`src/rtl/mux_1_2_32bit_pkg.sv`:
```
// Shared constants for the 2:1 write-back select mux.
// Holds the default data width and the select encodings.
package mux_1_2_32bit_pkg;

  localparam int DATA_W = 32;

  typedef enum logic {
    SEL_IN0 = 1'b0,
    SEL_IN1 = 1'b1
  } sel_e;

endpackage

```
`src/rtl/mux_1_2_32bit_if.sv`:
```
// Select/data bundle for mux_1_2_32bit; the master drives select, data and enable.
// The slave returns the combinational result and the registered result.
interface mux_1_2_32bit_if
  import mux_1_2_32bit_pkg::*;
#(
  parameter int WIDTH = DATA_W
);

  logic             sel;
  logic [WIDTH-1:0] in0;
  logic [WIDTH-1:0] in1;
  logic             en;
  logic [WIDTH-1:0] out;
  logic [WIDTH-1:0] out_q;
  logic             sel_q;

  modport master (
    output sel, in0, in1, en,
    input  out, out_q, sel_q
  );

  modport slave (
    input  sel, in0, in1, en,
    output out, out_q, sel_q
  );

endinterface

```
`src/rtl/mux_1_2_32bit_mux_out_reg.sv`:
```
// Enable/reset capture register, W bits wide, one cycle latency, holds while en=0.
// Starts at RESET_VAL before any clock so the output is defined from time zero.
module mux_out_reg #(
  parameter int           W         = 33,
  parameter logic [W-1:0] RESET_VAL = '0
) (
  input  logic         clkd,
  input  logic         rst,
  input  logic         en,
  input  logic [W-1:0] d,
  output logic [W-1:0] q
);

  logic [W-1:0] data_q = RESET_VAL;
  logic [W-1:0] data_d;

  always_comb begin
    data_d = data_q;
    if (en) begin
      data_d = d;
    end
  end

  // Reset overrides the enable.
  always_ff @(posedge clkd) begin
    if (rst) begin
      data_q <= RESET_VAL;
    end else begin
      data_q <= data_d;
    end
  end

  assign q = data_q;

endmodule

```
`src/rtl/mux_1_2_32bit.sv`:
```
// 2:1 data mux: out is combinational (zero latency, unaffected by rst);
// out_q/sel_q capture out/sel one clkd cycle later when en=1, and hold when en=0.
module mux_1_2_32bit
  import mux_1_2_32bit_pkg::*;
#(
  parameter int               WIDTH     = DATA_W,
  parameter logic [WIDTH-1:0] RESET_VAL = '0
) (
  input  logic                  clkd,
  input  logic                  rst,
  mux_1_2_32bit_if.slave        bus
);

  logic [WIDTH-1:0] mux_dat;
  logic [WIDTH:0]   reg_d;
  logic [WIDTH:0]   reg_q;

  always_comb begin
    mux_dat = bus.in0;
    if (bus.sel == SEL_IN1) begin
      mux_dat = bus.in1;
    end
  end

  assign bus.out = mux_dat;

  // Select bit rides in the MSB so it stays aligned with the captured data.
  assign reg_d = {bus.sel, mux_dat};

  mux_out_reg #(
    .W         (WIDTH + 1),
    .RESET_VAL ({SEL_IN0, RESET_VAL})
  ) u_out_reg (
    .clkd (clkd),
    .rst  (rst),
    .en   (bus.en),
    .d    (reg_d),
    .q    (reg_q)
  );

  assign bus.sel_q = reg_q[WIDTH];
  assign bus.out_q = reg_q[WIDTH-1:0];

endmodule

```
`src/flat_wrapper.sv`:
```
// flat-port wrapper written by rule: the top's interface ports become plain ports
module mux_1_2_32bit_flat import mux_1_2_32bit_pkg::*;
#(
  parameter int               WIDTH     = DATA_W,
  parameter logic [WIDTH-1:0] RESET_VAL = '0
)
  (clkd, rst, bus_sel, bus_in0, bus_in1, bus_en, bus_out, bus_out_q, bus_sel_q);
  mux_1_2_32bit_if #(.WIDTH(WIDTH)) bus_i ();
  input  logic clkd;
  input  logic rst;
  input wire logic [$bits(bus_i.sel)-1:0] bus_sel;
  input wire logic [$bits(bus_i.in0)-1:0] bus_in0;
  input wire logic [$bits(bus_i.in1)-1:0] bus_in1;
  input wire logic [$bits(bus_i.en)-1:0] bus_en;
  output wire logic [$bits(bus_i.out)-1:0] bus_out;
  output wire logic [$bits(bus_i.out_q)-1:0] bus_out_q;
  output wire logic [$bits(bus_i.sel_q)-1:0] bus_sel_q;
  assign bus_i.sel = bus_sel;
  assign bus_i.in0 = bus_in0;
  assign bus_i.in1 = bus_in1;
  assign bus_i.en = bus_en;
  assign bus_out = bus_i.out;
  assign bus_out_q = bus_i.out_q;
  assign bus_sel_q = bus_i.sel_q;
  mux_1_2_32bit #(.WIDTH(WIDTH), .RESET_VAL(RESET_VAL)) u_core (.clkd(clkd), .rst(rst), .bus(bus_i));
endmodule
```
`config.mk`:
```
export PLATFORM = sky130hd
export DESIGN_NAME = mux_1_2_32bit_flat
export DESIGN_NICKNAME = d
export VERILOG_FILES = /design/src/rtl/mux_1_2_32bit_pkg.sv /design/src/rtl/mux_1_2_32bit_if.sv /design/src/rtl/mux_1_2_32bit_mux_out_reg.sv /design/src/rtl/mux_1_2_32bit.sv /design/src/flat_wrapper.sv
export SDC_FILE = /design/constraint.sdc
export NUM_CORES = 1
export LEC_CHECK = 0
export BUFFER_PORTS_ARGS = -buffer_cell sky130_fd_sc_hd__buf_2
export CORE_UTILIZATION = 40
export DETAILED_ROUTE_END_ITERATION = 10
export GPL_TIMING_DRIVEN = 1
export PLACE_DENSITY = 0.77
export SLEW_MARGIN = 30
export SYNTH_ARGS = -nofsm -noshare
export SYNTH_HDL_FRONTEND = slang
export SYNTH_SLANG_ARGS = --single-unit
```
`constraint.sdc`:
```
create_clock -name clkd -period 2.3 [get_ports clkd]
set_input_delay 0.46 -clock clkd [delete_from_list [all_inputs] [get_ports clkd]]
set_output_delay 0.46 -clock clkd [all_outputs]
set_load 0.02 [all_outputs]
```
### Word level (Yosys, flattened, before mapping)

Cells that the tools add are included.

| word-level totals | value |
|---|---|
| bits in latches | 0 |
| ROM bits | 0 |
| memories | 0 |
| output and inout bits | 65 |
| word-level logic and storage cells | 2 |
| input bits | 68 |
| RAM bits | 0 |
| flip-flop bits (word level) | 33 |

| cells by class | value |
|---|---|
| order comparisons | 0 |
| muxes and demuxes | 1 |
| shift-type cells | 0 |
| eq/ne operators | 0 |
| reduce and logical (&&, ||, !) cells | 0 |
| multipliers | 0 |
| bitwise operators | 0 |
| divide/modulo/power cells | 0 |
| $add $sub $neg | 0 |

Operators with widths:

| operator | number |
|---|---|
| 32-bit two-way mux | 1 |

### Depth between registers and ports, before layout

Gate-level depths: netlist of run 1.

| logic depth | value |
|---|---|
| depth in word-level cells | 1 |
| depth in mapped cells | 4 |
| gate-level depth less buffers | 2 |

### Modules after synthesis

Synthesis of run 1 repeated with hierarchy kept, for this count alone.

| second synthesis, totals | value |
|---|---|
| cell total of the unflattened synthesis | 143 |
| area, all modules | 1746.7 sq um |

By module, submodules not included:

| module | cells each | area an instance (sq um) | instances | sequential area each (sq um) |
|---|---|---|---|---|
| mux_out_reg | 107 | 1202.4 | 1 | 660.6 |
| mux_1_2_32bit | 36 | 544.3 | 1 | 0.0 |

### Worst setup path before layout of run 1

OpenSTA, ideal clock, no wires.

| timing path | value |
|---|---|
| path type | input-to-output |
| start point | input port bus_sel |
| end point | output port bus_out[10] |
| data required time | 1840 ps |
| buffers on the path | 2 |
| stages on the path | 3 |
| data arrival time | 1057 ps |
| path slack | 783 ps |
| cell sequence | buf_6 buf_12 mux2_4 |

| between the ends | value |
|---|---|
| word-level cells in the longest chain between the ends | 1 |

RTL lines:

| element | line | text |
|---|---|---|
| from (decl) | flat_wrapper.sv:11 | `input wire logic [$bits(bus_i.sel)-1:0] bus_sel;` |
| 32-bit two-way mux | mux_1_2_32bit.sv:20 | `if (bus.sel == SEL_IN1) begin` |
| to (decl) | flat_wrapper.sv:15 | `output wire logic [$bits(bus_i.out)-1:0] bus_out;` |

No other way between the ends.

### Worst setup path in the final report of run 1

| timing path | value |
|---|---|
| start point | input port bus_sel |
| end point | output port bus_out[28] |

The elaborated chain is that of the path after synthesis.

==> impl_metrics.env, run 1 <==
export IMPL_status="complete, no violations"
export IMPL_routedWlPerCell_um=12.9
export IMPL_finalPower_mw=1.50
export IMPL_r2r_slack_ns=1.59
export IMPL_yosysMostFrequentCell="dfxtp_1"
export IMPL_pwr_density_cell_nw_per_um2=591
export IMPL_synthXorXnorAreaFrac=0
export IMPL_dp_cells=318
export IMPL_cts_sinks=33
export IMPL_yosys_area_top_type_share=0.362
export IMPL_leakage_nw=1.31
export IMPL_start_util=0.416
export IMPL_min_path_cells=2
export IMPL_yosysSeqAreaShare=0.362
export IMPL_yosys_warnings=0
export IMPL_tns_ns=0
export IMPL_drt_wl_total_um=4210
export IMPL_die_w_um=69.6
export IMPL_switching_power_mw=0.449
export IMPL_p_clk_frac=0.269
export IMPL_p_int_mw=1.05
export IMPL_root_buffer="clkbuf_8"
export IMPL_drc_errors=0
export IMPL_vdd_ir_drop_worst_uv=356
export IMPL_gr_total_overflow=0
export IMPL_io_pins=133
export IMPL_skew_ns=0
export IMPL_synth_edf_count=0
export IMPL_grt_pass1_vias=1549
export IMPL_rsz0062_at_grt="no"
export IMPL_rows=24
export IMPL_cts_hold_buffers_added=0
export IMPL_hp_class="reg -> reg"
export IMPL_swShare=0.299
export IMPL_finalHoldViolCount=0
export IMPL_final_cells=326
export IMPL_synth_compound_area_share=0.307
export IMPL_cts_tree="yes"
export IMPL_syn_area_sq_um=1830
export IMPL_cp_required_ns=1.84
export IMPL_area_growth_pct=39.3
export IMPL_min_delay_start="u_core.u_out_reg.q[32]"
export IMPL_synth_fa_ha_area_frac=0
export IMPL_largest_reg_flops=33
export IMPL_cp_end_kind="output port"
export IMPL_hold_end="u_core.u_out_reg.q[32]"
export IMPL_n_fill_cell=379
export IMPL_setup_viol=0
export IMPL_synth_top_family_by_area="compound AO/OA/AOI/OAI gates"
export IMPL_vias=1625
export IMPL_synth_top_flop_cell="dfxtp_1"
export IMPL_grt_pass1_wl_um=6870
export IMPL_portBuffers=132
export IMPL_max_slew_worst_pin_slew_ns=0.541
export IMPL_ant_nets=0
export IMPL_synth_area_leaders="dfxtp_1 36%, mux2_4 24%, o21ba_2 18%"
export IMPL_drive_gt1_frac=0.752
export IMPL_post_cts_resized=0
export IMPL_synth_simple_gate_area_frac=0.00206
export IMPL_clk_pin_slew_ns=0.06
export IMPL_clock_latency_ns=0.27
export IMPL_dr_pass1_iters=3
export IMPL_seq_power_share=0.422
export IMPL_synth_top_cells_by_count="33 x dfxtp_1, 32 x o21a_1, 32 x o21ba_2, 29 x mux2_4, 7 x buf_2"
export IMPL_core_sq_um=4380
export IMPL_grt_max_degree=34
export IMPL_power_frac_comb=0.310
export IMPL_post_route_util=0.580
export IMPL_gp_congestion=0.721
export IMPL_clock_path_buffers=2
export IMPL_criticalPathCategory="in -> out"
export IMPL_drt_initial_drc_count=11
export IMPL_muxShareOfSynthArea=0.263
export IMPL_antenna_found_initial=0
export IMPL_critPathMaxFanout=33
export IMPL_yosysTopAreaCell="dfxtp_1"
export IMPL_dp_hpwl_um=3110
export IMPL_arrival_ns=1.36
export IMPL_yosysUniqueCellTypes=12
export IMPL_drv_cap=0
export IMPL_ys_seq_elements=33
export IMPL_syn_area_per_cell_sq_um=12.5
export IMPL_worstReg2RegStart="u_core.u_out_reg.q[31]"
export IMPL_r2r_cells=2
export IMPL_htree_levels=2
export IMPL_synth_nets=214
export IMPL_cts_setup_buffers=0
export IMPL_relSlewSlack=0.639
export IMPL_synthCells=146
export IMPL_maxSlewViolCount=0
export IMPL_viasPerCell=4.98
export IMPL_cts_buffers_inserted=5
export IMPL_layout_nets=341
export IMPL_dieArea_sq_um=4840
export IMPL_async_flop_share=0
export IMPL_fin_crit_ns=1.82
export IMPL_dieHeight_um=69.6
export IMPL_reg2reg_to="u_core.u_out_reg.q[31]"
export IMPL_diodes=0
export IMPL_fmax_mhz=550
export IMPL_finalCritPeriodShare=0.790
export IMPL_grtUsageTotal=0.176
export IMPL_start_kind="input pin"
==> worst max-delay path, stage by stage <==
cell and delay, ns:
buf_2 0.10, buf_12 0.25, mux2_2 0.38, buf_2 0.16
==> logic make-up after synthesis <==
group                  count (synthesis)
multiplexers                          33
AND/OR/NAND/NOR                        1
buffers and inverters                 15
AO/OA/AOI/OAI                         64
flip-flops                            33
==> power by group through the flow <==
stage | combinational, mW | clock (mW) | sequential (mW)
after global placement | 0.463 | 0 | 0.645
after detailed placement | 0.470 | 0 | 0.647
after global routing | 0.498 | 0.451 | 0.640
final | 0.465 | 0.404 | 0.634
after floorplan | 0.268 | 0 | 0.700
after CTS | 0.472 | 0.425 | 0.635
==> per-layer routing <==
metal	part of all wire	GRT usage	vias to the layer above	wire length, um
met3	0.087	0.0581	5	367
met1	0.38	0.184	759	1620
li1	-	-	777	-
met4	0.012	0.0612	0	49
met2	0.52	0.327	84	2180
met5	0	0	-	0
==> area by class of cell <==
class                           instances  area [sq um]  area share
Multi-Input combinational cell         98          1040       0.410
Tap cell                               52          65.1      0.0256
Clock buffer                            6          72.6      0.0285
Clock inverter                          2          10.0     0.00394
Inverter                                1          3.75     0.00148
Timing Repair Buffer                  134           688       0.271
Sequential cell                        33           661       0.260
==> how the worst max path moves through the flow <==
| stage | from | end | slack [ns] | cells past startpoint |
|---|---|---|---|---|
| after floorplan | bus_sel | bus_out[10] | 0.78 | 3 |
| after global placement | bus_sel | bus_out[28] | 0.50 | 4 |
| after detailed placement | bus_sel | bus_out[28] | 0.47 | 4 |
| after CTS | bus_sel | bus_out[28] | 0.47 | 4 |
| after global routing | bus_sel | bus_out[28] | 0.44 | 4 |
| final | bus_sel | bus_out[28] | 0.48 | 4 |
==> layout by cell type (no fill, tap or decap), drive strengths merged <==
cell / n
clkinv: 2
inv: 1
dfxtp: 33
clkbuf: 6
o21a: 32
buf: 134
mux2: 32
mux2i: 1
o21ba: 32
nor2: 1
==> per-stage QoR <==
| stage | hold slack (ns) | cell area, sq um | worst slack, ns |
|---|---|---|---|
| after CTS | 0.498 | 2540 | 0.473 |
| after global placement | 0.475 | 2460 | 0.499 |
| after global routing | 0.504 | 2540 | 0.444 |
| after detailed placement | 0.480 | 2460 | 0.474 |
| after floorplan | 0.583 | 1830 | 0.783 |
| final | 0.490 | 2540 | 0.483 |
(Power assumes the default switching activity.)
==> run 2: changes to the inputs <==
==> constraint.sdc (replaced) <==
create_clock -name clkd -period 1.7 [get_ports clkd]
set_input_delay 0.34 -clock clkd [delete_from_list [all_inputs] [get_ports clkd]]
set_output_delay 0.34 -clock clkd [all_outputs]
set_load 0.02 [all_outputs]
==> impl_metrics.env, run 2 (synthesis gave the netlist of run 1 again) <==
export IMPL_rows=24
export IMPL_worstSetupPathDepth=4
export IMPL_start_kind="input pin"
export IMPL_max_slew_worst_pin_slew_ns=0.513
export IMPL_drv_cap=0
export IMPL_dr_pass1_iters=4
export IMPL_pre_cts_ws_ns=0.139
export IMPL_root_buffer="clkbuf_8"
export IMPL_tns_ns=0
export IMPL_regArea_sq_um=661
export IMPL_crit_slowest_cell="mux2_2"
export IMPL_drt_initial_drc_count=46
export IMPL_place_area_sq_um=2500
export IMPL_routedWlPerCell_um=13.1
export IMPL_relSlewSlack=0.657
export IMPL_layout_common_cells="132 x buf_2, 33 x dfxtp_1, 32 x o21ba_2, 32 x o21a_1, 29 x mux2_4"
export IMPL_grt_pass1_vias=1511
export IMPL_use_met1=0.203
export IMPL_hp_class="in -> reg"
export IMPL_diodes=0
export IMPL_whs_ns=0.384
export IMPL_viasPerCell=4.86
export IMPL_htree_levels=2
export IMPL_criticalPathCategory="in -> out"
export IMPL_crit_chain="buf_2, buf_12, mux2_2, buf_2"
export IMPL_dieArea_sq_um=4840
export IMPL_cpMostUsedCell="buf_2"
export IMPL_area_growth_pct=42.6
export IMPL_grt_met2_usage=0.314
export IMPL_finalHoldViolCount=0
export IMPL_grt_max_degree=34
export IMPL_n_fill_cell=394
export IMPL_clk_pin_slew_ns=0.07
export IMPL_status="complete, no violations"
export IMPL_gp_congestion=0.735
export IMPL_dp_hpwl_um=3250
export IMPL_gr_total_overflow=0
export IMPL_r2r_cells=2
export IMPL_skew_ns=0
export IMPL_dieHeight_um=69.6
export IMPL_io_pins=133
export IMPL_clock_latency_ns=0.28
export IMPL_setup_ws_ns=0.142
export IMPL_largest_reg_flops=33
export IMPL_grt_busiest_layer="met2"
export IMPL_drive_gt1_frac=0.754
export IMPL_ant_nets=0
export IMPL_cts_buffers_inserted=5
export IMPL_post_cts_resized=0
export IMPL_cts_setup_buffers=0
export IMPL_cp_buffers_inverters=3
export IMPL_vdd_ir_drop_worst_uv=469
export IMPL_cts_tree="yes"
export IMPL_fmax_mhz=642
export IMPL_leakage_nw=1.34
export IMPL_die_w_um=69.6
export IMPL_cts_hold_buffers_added=0
export IMPL_drc_errors=0
export IMPL_vias=1594
export IMPL_arrival_ns=1.22
export IMPL_cts_sinks=33
export IMPL_core_sq_um=4380
export IMPL_grt_pass1_wl_um=6850
export IMPL_rsz0062_at_grt="no"
export IMPL_min_path_cells=3
export IMPL_final_cell_area_sq_um=2600
export IMPL_cp_slowest_stage_delay_ns=0.36
export IMPL_layout_nets=343
export IMPL_antenna_found_initial=0
export IMPL_portBuffers=132
export IMPL_multi_input_area_sq_um=1040
export IMPL_maxSlewViolCount=0
export IMPL_cp_required_ns=1.36
export IMPL_finalPower_mw=2.14
export IMPL_start_util=0.416
export IMPL_fin_crit_ns=1.56
export IMPL_grtUsageMet3=0.0610
export IMPL_critPathMaxFanout=16
export IMPL_finalCritPeriodShare=0.916
export IMPL_pwr_density_cell_nw_per_um2=822
export IMPL_grtUsageTotal=0.179
export IMPL_setup_viol=0
export IMPL_drt_wl_total_um=4300
export IMPL_layout_commonest_cell="buf_2"
export IMPL_crit_family="buffers and inverters"
export IMPL_clock_path_buffers=2
export IMPL_cp_end_kind="output port"
## run 2: cell types whose count changed in the layout (fill, tap and decap cells not counted)
| cell | before | now |
|---|---|---|
| inv_2 | 1 | 0 |
| clkinv_2 | 2 | 1 |
| clkbuf_1 | 1 | 0 |
| buf_12 | 1 | 3 |
| clkbuf_8 | 5 | 7 |
| inv_1 | 0 | 1 |
## run 2: metal layers
layer / share of wire / vias to the layer above
li1: - / 782
met1: 0.42 / 721
met2: 0.48 / 84
met3: 0.087 / 7
met4: 0.013 / 0
met5: 0 / -
## run 2: power breakdown
part / switching (mW) / leakage, nW / total (mW) / internal [mW]
logic: 0.322 / 1.01 / 0.641 / 0.319
registers: 0.0266 / 0.274 / 0.858 / 0.831
clock network: 0.275 / 0.0542 / 0.641 / 0.366
## run 2: cell type report
| type | instances | area share |
|---|---|---|
| clock buffers | 7 | 0.0370 |
| flip-flops and latches | 33 | 0.254 |
| repair buffers | 136 | 0.280 |
| inverters | 1 | 0.00144 |
| multi-input cells | 98 | 0.401 |
| clock inverters | 1 | 0.00192 |
| well taps | 52 | 0.0250 |
## run 2: per-stage QoR
stage	instances	util
finish	328	0.594
global route	328	0.594
CTS	328	0.594
detailed placement	320	0.570
global placement	320	0.570
floorplan	146	-
## run 2: tightest hold or removal path, delay by kind of cell
family | cells | cell delay [ns]
AOI/OAI and AO/OA | 1 | 0.09
muxes | 1 | 0.13
buffers and inverters | 1 | 0.07
## run 2: path summary, 6_finish.rpt
| kind | startpoint | end | slack, ns |
|---|---|---|---|
| worst max-delay path | bus_sel | bus_out[30] | 0.14 |
| worst min-delay path | bus_in1[18] | u_core.u_out_reg.q[18] | 0.38 |
| worst max register to register | u_core.u_out_reg.q[26] | u_core.u_out_reg.q[26] | 0.99 |
| worst min register to register | u_core.u_out_reg.q[32] | u_core.u_out_reg.q[32] | 0.49 |
==> run 3: changes to the inputs <==
--- a/config.mk
+++ b/config.mk
@@ -9,7 +9,7 @@
 export CORE_UTILIZATION = 40
 export DETAILED_ROUTE_END_ITERATION = 10
 export GPL_TIMING_DRIVEN = 1
-export PLACE_DENSITY = 0.77
+export PLACE_DENSITY = 0.79
 export SLEW_MARGIN = 30
 export SYNTH_ARGS = -nofsm -noshare
 export SYNTH_HDL_FRONTEND = slang
==> impl_metrics.env, run 3 (synthesis gave the netlist of run 1 again) <==
export IMPL_io_pins=133
export IMPL_maxSlewViolCount=0
export IMPL_gp_congestion=0.765
export IMPL_antenna_found_initial=0
export IMPL_gr_total_overflow=0
export IMPL_relSlewSlack=0.637
export IMPL_critPathMaxFanout=19
export IMPL_worstReg2RegStart="u_core.u_out_reg.q[19]"
export IMPL_start_kind="input pin"
export IMPL_portBuffers=132
export IMPL_n_fill_cell=369
export IMPL_min_delay_start="bus_in1[25]"
export IMPL_status="complete, no violations"
export IMPL_hp_class="in -> reg"
export IMPL_grt_pass1_wl_um=6910
export IMPL_dieHeight_um=69.6
export IMPL_rsz0062_at_grt="no"
export IMPL_start_util=0.416
export IMPL_clock_path_buffers=2
export IMPL_cp_end_kind="output port"
export IMPL_finalHoldViolCount=0
export IMPL_grt_pass1_vias=1542
export IMPL_tns_ns=0
export IMPL_finalCritPeriodShare=0.900
export IMPL_skew_ns=0
export IMPL_layout_nets=344
export IMPL_htree_levels=2
export IMPL_cp_required_ns=1.36
export IMPL_fin_crit_ns=1.53
export IMPL_vdd_ir_drop_worst_uv=472
export IMPL_die_w_um=69.6
export IMPL_layout_common_cells="132 x buf_2, 33 x dfxtp_1, 32 x o21ba_2, 32 x o21a_1, 29 x mux2_4"
export IMPL_routedWlPerCell_um=13.3
export IMPL_cts_tree="yes"
export IMPL_dr_pass1_iters=4
export IMPL_drive_gt1_frac=0.750
export IMPL_drt_initial_drc_count=32
export IMPL_dp_hpwl_um=3380
export IMPL_crit_slowest_cell="mux2_2"
export IMPL_arrival_ns=1.19
export IMPL_cp_slowest_stage_delay_ns=0.36
export IMPL_post_cts_resized=0
export IMPL_leakage_nw=1.34
export IMPL_rows=24
export IMPL_core_sq_um=4380
export IMPL_diodes=0
export IMPL_layout_commonest_cell="buf_2"
export IMPL_cts_buffers_inserted=5
export IMPL_r2r_slack_ns=0.99
export IMPL_drc_errors=0
export IMPL_regArea_sq_um=661
export IMPL_root_buffer="clkbuf_8"
export IMPL_viasPerCell=4.86
export IMPL_fmax_mhz=654
export IMPL_max_slew_worst_pin_slew_ns=0.544
export IMPL_dieArea_sq_um=4840
export IMPL_criticalPathCategory="in -> out"
export IMPL_place_area_sq_um=2510
export IMPL_vias=1594
export IMPL_area_growth_pct=42.2
export IMPL_cts_sinks=33
export IMPL_multi_input_area_sq_um=1040
export IMPL_crit_start="bus_sel"
export IMPL_final_cell_area_sq_um=2590
export IMPL_clk_pin_slew_ns=0.07
export IMPL_cts_setup_buffers=0
export IMPL_grtUsageTotal=0.178
export IMPL_largest_reg_flops=33
export IMPL_cts_hold_buffers_added=0
export IMPL_drt_wl_total_um=4360
export IMPL_grt_max_degree=34
export IMPL_clock_latency_ns=0.27
export IMPL_ant_nets=0
export IMPL_cpMostUsedCell="buf_2"
export IMPL_pwr_density_cell_nw_per_um2=804
export IMPL_setup_viol=0
export IMPL_crit_chain="buf_2, buf_12, mux2_2, buf_2"
export IMPL_drv_cap=0
run 3: cell types whose count changed in the layout (fill, tap and decap cells not counted), sizes merged:
cell and change:
buf +1, clkinv -1
run 3: final timing paths:
check / to / depth (start not counted)
hold reg to reg: u_core.u_out_reg.q[32] / 2
setup / recovery: bus_out[29] / 4
hold / removal: u_core.u_out_reg.q[25] / 3
setup reg to reg: u_core.u_out_reg.q[19] / 2
run 3: metal layers:
layer	up-vias	share of wire	track usage
li1	785	-	-
met1	719	0.42	0.205
met2	83	0.49	0.313
met3	7	0.077	0.0480
met4	0	0.012	0.0658
met5	-	0	0
run 3: worst max-delay path, delay by kind of cell:
kind                   cells  cell delay [ns]
buffers and inverters      3             0.48
multiplexers               1             0.36
run 3: where the power goes:
group	switching, mW	total [mW]	internal, mW
registers	0.0268	0.858	0.832
clock network	0.262	0.583	0.321
logic	0.324	0.646	0.321
run 3: final cells by class:
cell class / instances / area share
well taps: 52 / 0.0251
multi-input cells: 98 / 0.402
inverters: 1 / 0.00145
repair buffers: 137 / 0.284
flip-flops and latches: 33 / 0.255
clock buffers: 7 / 0.0333
run 3: metrics by stage:
stage	cells	util	hold WS [ns]	power (mW)	setup slack (ns)
after floorplan	146	-	0.583	1.31	0.423
after global placement	321	0.572	0.468	1.51	0.179
after detailed placement	321	0.572	0.480	1.52	0.163
after CTS	328	0.592	0.381	2.11	0.162
after global routing	328	0.592	0.392	2.18	0.128
final	328	0.592	0.386	2.09	0.171
